## src/rtl/bridge_pkg.sv

```systemverilog
// Shared AHB-APB bridge definitions: bus widths, APB phase tracker states and
// the width of the protocol-violation counter.
package bridge_pkg;
  localparam int WIDTH     = 32;
  localparam int SLAVES    = 4;
  localparam int ERR_CNT_W = 8;

  typedef enum logic [1:0] {
    IDLE,
    SETUP,
    ACCESS
  } apb_state_e;
endpackage

```

## src/rtl/apb_slave_responder_if.sv

```systemverilog
// APB bus between the bridge (master) and its completers (slave).
// There is no PREADY: every transfer is zero wait state.
interface apb_slave_responder_if #(
  parameter int WIDTH  = 32,
  parameter int SLAVES = 4
);
  logic [SLAVES-1:0] Pselx;
  logic              Penable;
  logic              Pwrite;
  logic [WIDTH-1:0]  Paddr;
  logic [WIDTH-1:0]  Pwdata;
  logic [WIDTH-1:0]  Prdata;

  modport master (output Pselx, Penable, Pwrite, Paddr, Pwdata, input Prdata);
  modport slave  (input Pselx, Penable, Pwrite, Paddr, Pwdata, output Prdata);
endinterface

```

## src/rtl/apb_protocol_checker.sv

```systemverilog
// Flags APB protocol violations seen by the responder; sticky flag plus a
// saturating count, one increment per offending cycle.
module apb_protocol_checker
  import bridge_pkg::*;
#(
  parameter int WIDTH = bridge_pkg::WIDTH
) (
  input  logic                 clock,
  input  logic                 Hresetn,
  input  apb_state_e           state,
  input  logic                 capture,
  input  logic                 sel,
  input  logic                 penable,
  input  logic                 pwrite,
  input  logic [WIDTH-1:0]     paddr,
  input  logic [WIDTH-1:0]     pwdata,
  output logic                 viol,
  output logic                 prot_err,
  output logic [ERR_CNT_W-1:0] err_count
);
  logic [WIDTH-1:0] addr_q;
  logic [WIDTH-1:0] wdata_q;
  logic             wr_q;

  always_ff @(posedge clock or negedge Hresetn) begin
    if (!Hresetn) begin
      addr_q  <= '0;
      wdata_q <= '0;
      wr_q    <= 1'b0;
    end else if (capture) begin
      addr_q  <= paddr;
      wdata_q <= pwdata;
      wr_q    <= pwrite;
    end
  end

  // While the tracker sits in SETUP the bus is in its ACCESS cycle, so that is
  // where the setup-phase attributes must still hold and sel must stay high.
  always_comb begin
    viol = 1'b0;
    if (state == IDLE && penable)
      viol = 1'b1;
    if (state == SETUP &&
        (!sel || paddr != addr_q || pwrite != wr_q || pwdata != wdata_q))
      viol = 1'b1;
  end

  always_ff @(posedge clock or negedge Hresetn) begin
    if (!Hresetn) begin
      prot_err  <= 1'b0;
      err_count <= '0;
    end else if (viol) begin
      prot_err <= 1'b1;
      if (err_count != {ERR_CNT_W{1'b1}})
        err_count <= err_count + ERR_CNT_W'(1);
    end
  end
endmodule

```

## src/rtl/apb_slave_responder.sv

```systemverilog
// Zero-wait-state APB completer with a word-addressed register file.
// Optional protocol checker enabled by APB_PROTOCOL_CHECK_EN.
module apb_slave_responder
  import bridge_pkg::*;
#(
  parameter int WIDTH     = bridge_pkg::WIDTH,
  parameter int SLAVES    = bridge_pkg::SLAVES,
  parameter int SLAVE_IDX = 0,
  parameter int DEPTH     = 16
) (
  input  logic                 clock,
  input  logic                 Hresetn,
  apb_slave_responder_if.slave apb,
  output logic                 wr_done,
  output logic                 rd_done,
  output logic                 prot_err,
  output logic [ERR_CNT_W-1:0] err_count
);
  localparam int AW = $clog2(DEPTH);

  apb_state_e       state, next_state;
  logic             sel;
  logic             capture;
  logic             viol;
  logic [AW-1:0]    idx_q;
  logic [WIDTH-1:0] wdata_q;
  logic             wr_q;
  logic             drop_q;
  logic [WIDTH-1:0] prdata_q;
  logic [WIDTH-1:0] mem [DEPTH];
  logic             unused_bits;

  assign sel         = apb.Pselx[SLAVE_IDX];
  assign capture     = (next_state == SETUP);
  assign apb.Prdata  = prdata_q;
  assign unused_bits = ^{apb.Pselx, apb.Paddr};

  always_ff @(posedge clock or negedge Hresetn) begin
    if (!Hresetn) state <= IDLE;
    else          state <= next_state;
  end

  // The state names the bus phase sampled at the previous edge.
  always_comb begin
    next_state = IDLE;
    case (state)
      IDLE:    if (sel && !apb.Penable) next_state = SETUP;
      SETUP:   next_state = ACCESS;
      ACCESS:  if (sel && !apb.Penable) next_state = SETUP;
      default: next_state = IDLE;
    endcase
  end

  // Transfer attributes are latched from the setup phase so a back-to-back
  // successor on the bus cannot disturb the commit one edge later.
  always_ff @(posedge clock or negedge Hresetn) begin
    if (!Hresetn) begin
      idx_q   <= '0;
      wdata_q <= '0;
      wr_q    <= 1'b0;
      drop_q  <= 1'b0;
    end else if (capture) begin
      idx_q   <= apb.Paddr[AW+1:2];
      wdata_q <= apb.Pwdata;
      wr_q    <= apb.Pwrite;
      drop_q  <= 1'b0;
    end else if (state == SETUP && viol) begin
      drop_q  <= 1'b1;
    end
  end

  always_ff @(posedge clock or negedge Hresetn) begin
    if (!Hresetn) begin
      prdata_q <= '0;
      wr_done  <= 1'b0;
      rd_done  <= 1'b0;
    end else begin
      wr_done <= 1'b0;
      rd_done <= 1'b0;
      if (state == SETUP && !wr_q) begin
        prdata_q <= mem[idx_q];
      end else if (state == ACCESS) begin
        prdata_q <= '0;
        wr_done  <= wr_q && !drop_q;
        rd_done  <= !wr_q;
      end
    end
  end

  always_ff @(posedge clock or negedge Hresetn) begin
    if (!Hresetn) begin
      for (int i = 0; i < DEPTH; i++)
        mem[i] <= '0;
    end else if (state == ACCESS && wr_q && !drop_q) begin
      mem[idx_q] <= wdata_q;
    end
  end

`ifdef APB_PROTOCOL_CHECK_EN
  apb_protocol_checker #(
    .WIDTH (WIDTH)
  ) u_checker (
    .clock     (clock),
    .Hresetn   (Hresetn),
    .state     (state),
    .capture   (capture),
    .sel       (sel),
    .penable   (apb.Penable),
    .pwrite    (apb.Pwrite),
    .paddr     (apb.Paddr),
    .pwdata    (apb.Pwdata),
    .viol      (viol),
    .prot_err  (prot_err),
    .err_count (err_count)
  );
`else
  assign viol      = 1'b0;
  assign prot_err  = 1'b0;
  assign err_count = '0;
`endif
endmodule

```

## src/flat_wrapper.sv

```systemverilog
// flat-port wrapper written by rule: the top's interface ports become plain ports
module apb_slave_responder_flat import bridge_pkg::*;
#(
  parameter int WIDTH     = bridge_pkg::WIDTH,
  parameter int SLAVES    = bridge_pkg::SLAVES,
  parameter int SLAVE_IDX = 0,
  parameter int DEPTH     = 16
)
  (clock, Hresetn, wr_done, rd_done, prot_err, err_count, apb_Pselx, apb_Penable, apb_Pwrite, apb_Paddr, apb_Pwdata, apb_Prdata);
  apb_slave_responder_if #(.WIDTH(WIDTH), .SLAVES(SLAVES)) apb_i ();
  input  logic clock;
  input  logic Hresetn;
  output logic wr_done;
  output logic rd_done;
  output logic prot_err;
  output logic [ERR_CNT_W-1:0] err_count;
  input wire logic [$bits(apb_i.Pselx)-1:0] apb_Pselx;
  input wire logic [$bits(apb_i.Penable)-1:0] apb_Penable;
  input wire logic [$bits(apb_i.Pwrite)-1:0] apb_Pwrite;
  input wire logic [$bits(apb_i.Paddr)-1:0] apb_Paddr;
  input wire logic [$bits(apb_i.Pwdata)-1:0] apb_Pwdata;
  output wire logic [$bits(apb_i.Prdata)-1:0] apb_Prdata;
  assign apb_i.Pselx = apb_Pselx;
  assign apb_i.Penable = apb_Penable;
  assign apb_i.Pwrite = apb_Pwrite;
  assign apb_i.Paddr = apb_Paddr;
  assign apb_i.Pwdata = apb_Pwdata;
  assign apb_Prdata = apb_i.Prdata;
  apb_slave_responder #(.WIDTH(WIDTH), .SLAVES(SLAVES), .SLAVE_IDX(SLAVE_IDX), .DEPTH(DEPTH)) u_core (.clock(clock), .Hresetn(Hresetn), .apb(apb_i), .wr_done(wr_done), .rd_done(rd_done), .prot_err(prot_err), .err_count(err_count));
endmodule
```

## config.mk

```make
export PLATFORM = sky130hd
export DESIGN_NAME = apb_slave_responder_flat
export DESIGN_NICKNAME = d
export VERILOG_FILES = /design/src/rtl/bridge_pkg.sv /design/src/rtl/apb_slave_responder_if.sv /design/src/rtl/apb_protocol_checker.sv /design/src/rtl/apb_slave_responder.sv /design/src/flat_wrapper.sv
export SDC_FILE = /design/constraint.sdc
export NUM_CORES = 1
export LEC_CHECK = 0
export ABC_AREA = 1
export CORE_ASPECT_RATIO = 1.75
export CORE_MARGIN = 8
export CORE_UTILIZATION = 65
export CTS_BUF_LIST = sky130_fd_sc_hd__clkbuf_16
export CTS_CLUSTER_DIAMETER = 150
export CTS_CLUSTER_SIZE = 25
export DETAILED_ROUTE_END_ITERATION = 16
export PLACE_DENSITY_LB_ADDON = 0.25
export SETUP_SLACK_MARGIN = 0.5
export SYNTH_ARGS = -nofsm -noshare
export SYNTH_HDL_FRONTEND = slang
export SYNTH_HIERARCHICAL = 1
export SYNTH_SLANG_ARGS = --single-unit
```

## constraint.sdc

```tcl
create_clock -name clock -period 3.51 [get_ports clock]
set_input_delay 1.053 -clock clock [delete_from_list [all_inputs] [get_ports clock]]
set_output_delay 1.053 -clock clock [all_outputs]
set_load 0.005 [all_outputs]
```

# [Word level (Yosys, flattened, before mapping)]
# Index checks and enable logic that the tools add are counted.
[totals] regBits=585 out_inout_bits=43
[classes] n_lt_le_gt_ge=2 eq_ne=3 mux=14 n_bitwise=1 n_reduce_logical=9
[ops] op="bitwise mux 512 bit" n=1
[ops] op="two-way mux 32 bit" n=5
[ops] op="binary-select mux 32 bit (select 4 bit)" n=1
[ops] op="demux 32 bit (select 4 bit)" n=1
[ops] op=">= comparator 5 bit, second input constant" n=1
[ops] op="< comparator 5 x 1 -> 1 bit, second input constant" n=1
[ops] op="two-way mux 1 bit" n=5
[ops] op="inverter 4 -> 5 bit" n=1
[ops] op="== test 2 x 1 -> 1 bit, second input constant" n=2
[ops] op="logical AND 1 bit" n=4
[ops] op="case mux 2 bit (2 select lines)" n=1
[ops] op="== test 2 bit, second input constant" n=1
[ops] op="logical NOT 1 bit" n=2
[ops] op="logical NOT 2 bit" n=1
[ops] op="nonzero test 2 bit" n=1
[ops] op="OR reduction 2 bit" n=1

# [Longest topological paths before layout]
[logic_depth] depth_word=6 depth_mapped=12 ltp_nobuf=9

# [Worst setup path before layout]
# OpenSTA, ideal clock, no wires.
[synth_path] kind="input port to flip-flop" start="input apb_Pselx[0]" end="register u_core.idx_q[0]" arrival_ns=1.899 required_ns=3.427 setup_slack_ns=1.528 stages=6 n_path_buf=2 path_cell_list="nand2_1 nor2_1 clkbuf_1 buf_1 nand2_1 o21ai_0"
[synth_between] elab_chain_cells=4
[synth_rtl] element="start, declared" line="flat_wrapper.sv:17" text="input wire logic [$bits(apb_i.Pselx)-1:0] apb_Pselx;"
[synth_rtl] element="logical AND 1 bit" line="apb_slave_responder.sv:47, apb_slave_responder.sv:49"
[synth_rtl] element="two-way mux 1 bit" line="apb_slave_responder.sv:47, apb_slave_responder.sv:49"
[synth_rtl] element="case mux 2 bit (2 select lines)" line="apb_slave_responder.sv:46" text="case (state)"
[synth_rtl] element="== test 2 x 1 -> 1 bit" line="apb_slave_responder.sv:34" text="assign capture = (next_state == SETUP);"
[synth_rtl] element="end signal, assigned" line="apb_slave_responder.sv:63" text="idx_q <= apb.Paddr[AW+1:2];"
[synth_rtl] element="end, declared" line="apb_slave_responder.sv:25" text="logic [AW-1:0] idx_q;"
# No other way between the ends.
# A chain may end at the register's enable or synchronous reset.

# [Final worst setup path]
[layout_path] start="register u_core.idx_q[2]" end="register u_core/mem[82] (netlist name)"
[layout_between] elab_chain_cells=6 word_cells_on_any_way=7
[layout_rtl] element="inverter 4 -> 5 bit (implied by the code) *" line="apb_slave_responder.sv:95" text="mem[idx_q] <= wdata_q;"
[layout_rtl] element=">= comparator 5 bit (implied by the code) or < comparator 5 x 1 -> 1 bit (tied branches)" line="apb_slave_responder.sv:95"
[layout_rtl] element="logical AND 1 bit (implied by the code)" line="apb_slave_responder.sv:95"
[layout_rtl] element="two-way mux 32 bit (implied by the code)" line="apb_slave_responder.sv:95"
[layout_rtl] element="demux 32 bit (select 4 bit) *" line="apb_slave_responder.sv:95"
[layout_rtl] element="bitwise mux 512 bit *" line="apb_slave_responder.sv:95"
[layout_rtl] element="end signal, assigned by index" line="apb_slave_responder.sv:95"
[layout_rtl] element="end, declared" line="apb_slave_responder.sv:30" text="logic [WIDTH-1:0] mem [DEPTH];"
# Every way passes the cells marked *; elsewhere a longest branch is shown, timed or not.

==> flow_metrics.tcl <==
set metrics [dict create \
    total_cts_buffers 27 \
    synth_top_family_by_area "simple AND/OR/NAND/NOR gates" \
    syn_to_final_growth_pct 6.823 \
    period_needed_ns 2.575 \
    xor_xnor_share_of_the_synthesized_area 0 \
    pin_count 115 \
    design.die.area_um2 47460 \
    setup-violations-final 0 \
    root_buffer "sky130_fd_sc_hd__clkbuf_16" \
    final_cell_mix "1,931 x sky130_fd_sc_hd__nand2_1, 583 x sky130_fd_sc_hd__dfrtp_1, 500 x sky130_fd_sc_hd__o21ai_0" \
    endpoint_kind "register" \
    register_area_um2 14650 \
    hold_buffers 0 \
    critPathRequiredTime_ns 3.95 \
    core_area_um2 40050 \
    drive_gt1_frac 0.03476 \
    use_met3 0.03507 \
    yosys_warnings 6 \
    grt_setup_unrepaired "no" \
    cp.buffers_inverters 2 \
    layout_commonest_cell "sky130_fd_sc_hd__nand2_1" \
    critical_path.startpoint_type "register" \
    timing.setup.tns_ns 0 \
    drc 0 \
    cts_buffer_depth 3 \
    post_cts_buffers 0 \
    globalRoute.totalOverflow 0 \
    vdd_ir_drop_max_mv 0.4775 \
    cell_with_the_biggest_individual_delay_on_the_critical_path "sky130_fd_sc_hd__nand3_2" \
    fillCellCount 3139 \
    synth.area.mux_share 0 \
    global_route.peak_usage_layer "met2" \
    clkTransAtPathRegs_ns 0.10 \
    detailedRoute.firstIterationViolations 2602 \
    achievable-frequency_mhz 388.4 \
    vertical_die_dimension_um 282.3 \
    power-per-cell-area_nw_per_um2 536.2 \
    synthesis.area_per_instance_um2 7.628 \
    grt_use_met2 0.5111 \
    number_of_sinks_driven_by_the_clock_tree 585 \
    dr_total_vias 22410 \
    routabilityCongestion 0.8237 \
    gr-usage-all-layers 0.2961 \
    drt-pass1-iter-count 9 \
    synth.ff_latch_count 585 \
    slew-limit-headroom 0.3718 \
    path_cells "nand2_1 > clkinv_1 > nand3_2 > buf_4 > o21ai_0" \
    first_global_vias 21830 \
    fin_skew_ns 0.02222 \
    complex_gate_fraction_of_the_synthesized_area 0.1104 \
    cts_tree "yes" \
    detail_route.vias_per_cell 5.805 \
    first_pass_grt_wire_length_um 113200 \
    synth_cells 3452 \
    wl_per_cell_um 17.96 \
    maxCapViolations 0 \
    maximum_fanout_along_the_worst_path 30 \
    placement.io_buffers 74 \
    critical_path_arrival_ns 3.02 \
    final_net_count 3438 \
    std_cell_rows 97 \
    floorplan.die.width_um 168.1 \
    num_antenna_cells 0 \
    maximum_number_of_pins_on_one_net_before_global_route_repair 168 \
    initial_utilization 0.6575 \
    max_slew.worst_pin.slew_ns 0.9423 \
    insertion_delay_ns 0.60 \
    synth-simple-area-share 0.2882 \
    yosysSeqAreaShare 0.5560 \
    netlist_area_um2 26330 \
    multi_input_comb_area_um2 10580 \
    hp-class "primary input to async pin" \
    yosys.area_share.adder 0 \
    timing.final.max_slew_violations 0 \
    post_cts_resize_count 0 \
    power.total_mw 15.08 \
    period_share 0.7335 \
    timing.final.hold_violations 0 \
    criticalPathCategory "register to register" \
    run_status "complete, no violations" \
    slowest_delay_ns 0.64 \
    post-route-util 0.7023 \
    met1_usage 0.3656 \
    crit_family "buffers and inverters" \
    leakagePower_nw 14.55 \
    remaining_antenna_violation_count_after_routing 0 \
    number_of_antenna_violations_at_the_first_check_in_global_routing 0 \
    cts.htree.levels 1 \
    place.detailed.hpwl_um 40540 \
    wl_um 69350 \
    synth_cell_type_count 23 \
]
-- logic make-up after synthesis --
logic type / after synthesis
simple gates: 1992
flops: 585
compound gates: 581
buf+inv: 293
other cells: 1
-- layer usage --
| layer | wire, um | part of all wire | up-vias |
|---|---|---|---|
| li1 | - | - | 10510 |
| met1 | 26620 | 0.38 | 10710 |
| met2 | 34200 | 0.49 | 968 |
| met3 | 5110 | 0.074 | 223 |
| met4 | 3417 | 0.049 | 0 |
| met5 | 0 | 0 | - |
-- flip-flops by register name (all words and copies together), names as in the netlist --
name / count
u_core/apb.Prdata: 32
u_core/idx_q: 4
u_core/mem: 512
u_core/rd_done: 1
u_core/state: 2
u_core/wdata_q: 32
u_core/wr_done: 1
u_core/wr_q: 1
-- final timing paths --
check                                            start                     endpoint  slack [ns]  cells after the start
min in group clock             u_core/wr_q$_DFFE_PN0N_     u_core/rd_done$_DFF_PN0_        0.46                      1
max in group asynchronous                      Hresetn  u_core/mem[267]$_DFFE_PN0P_        2.15                      2
hold / removal                                 Hresetn  u_core/mem[472]$_DFFE_PN0P_        0.39                      1
setup reg to reg           u_core/idx_q[2]$_DFFE_PN0N_   u_core/mem[82]$_DFFE_PN0P_        0.94                      5
setup / recovery           u_core/idx_q[2]$_DFFE_PN0N_   u_core/mem[82]$_DFFE_PN0P_        0.94                      5
hold reg to reg                u_core/wr_q$_DFFE_PN0N_     u_core/rd_done$_DFF_PN0_        0.46                      1
-- synth_stat cells, drive strengths merged --
library cell  number  area share
a21oi             32      0.0061
buf               70       0.013
clkbuf           179       0.026
clkinv             1     0.00014
conb               1     0.00014
dfrtp            585        0.56
inv               43      0.0062
nand2           1938        0.28
nand3              8      0.0029
nand4              1     0.00048
nor2              44      0.0077
nor3               1     0.00062
o21ai            549        0.10
-- area by class of cell --
class | instances | share of cell area
clock inverters | 2 | 0.0007117
inverters | 44 | 0.006227
flip-flops and latches | 585 | 0.5207
clock buffers | 27 | 0.02402
well taps | 495 | 0.02202
multi-input cells | 2582 | 0.3761
repair buffers | 126 | 0.05018
-- through the flow --
stage	hold slack (ns)	instance area, um2	setup slack (ns)	instances
2_1_floorplan	0.4243	26360	1.528	3460
3_3_place_gp	0.4358	27430	1.125	3832
3_5_place_dp	0.4334	27430	1.046	3832
4_1_cts	0.4040	28130	0.9225	3861
5_1_grt	0.4316	28130	0.8355	3861
6_report	0.3931	28130	0.9355	3861
-- worst reg2reg max path: cells and delay by family, from the launching register on --
family,cells,cell delay (ns)
and+or+nand+nor,2,0.79
buffers and inverters,2,0.95
AOI/OAI and AO/OA,1,0.18
DFF,1,0.50
-- where the power goes --
group          total, mW  switching (mW)  internal (mW)
sequential          8.41           0.601           7.81
combinational       3.24            2.17           1.07
clock               3.43            2.04           1.39
total               15.1            4.81           10.3
Power figures use the tool's default switching activity.
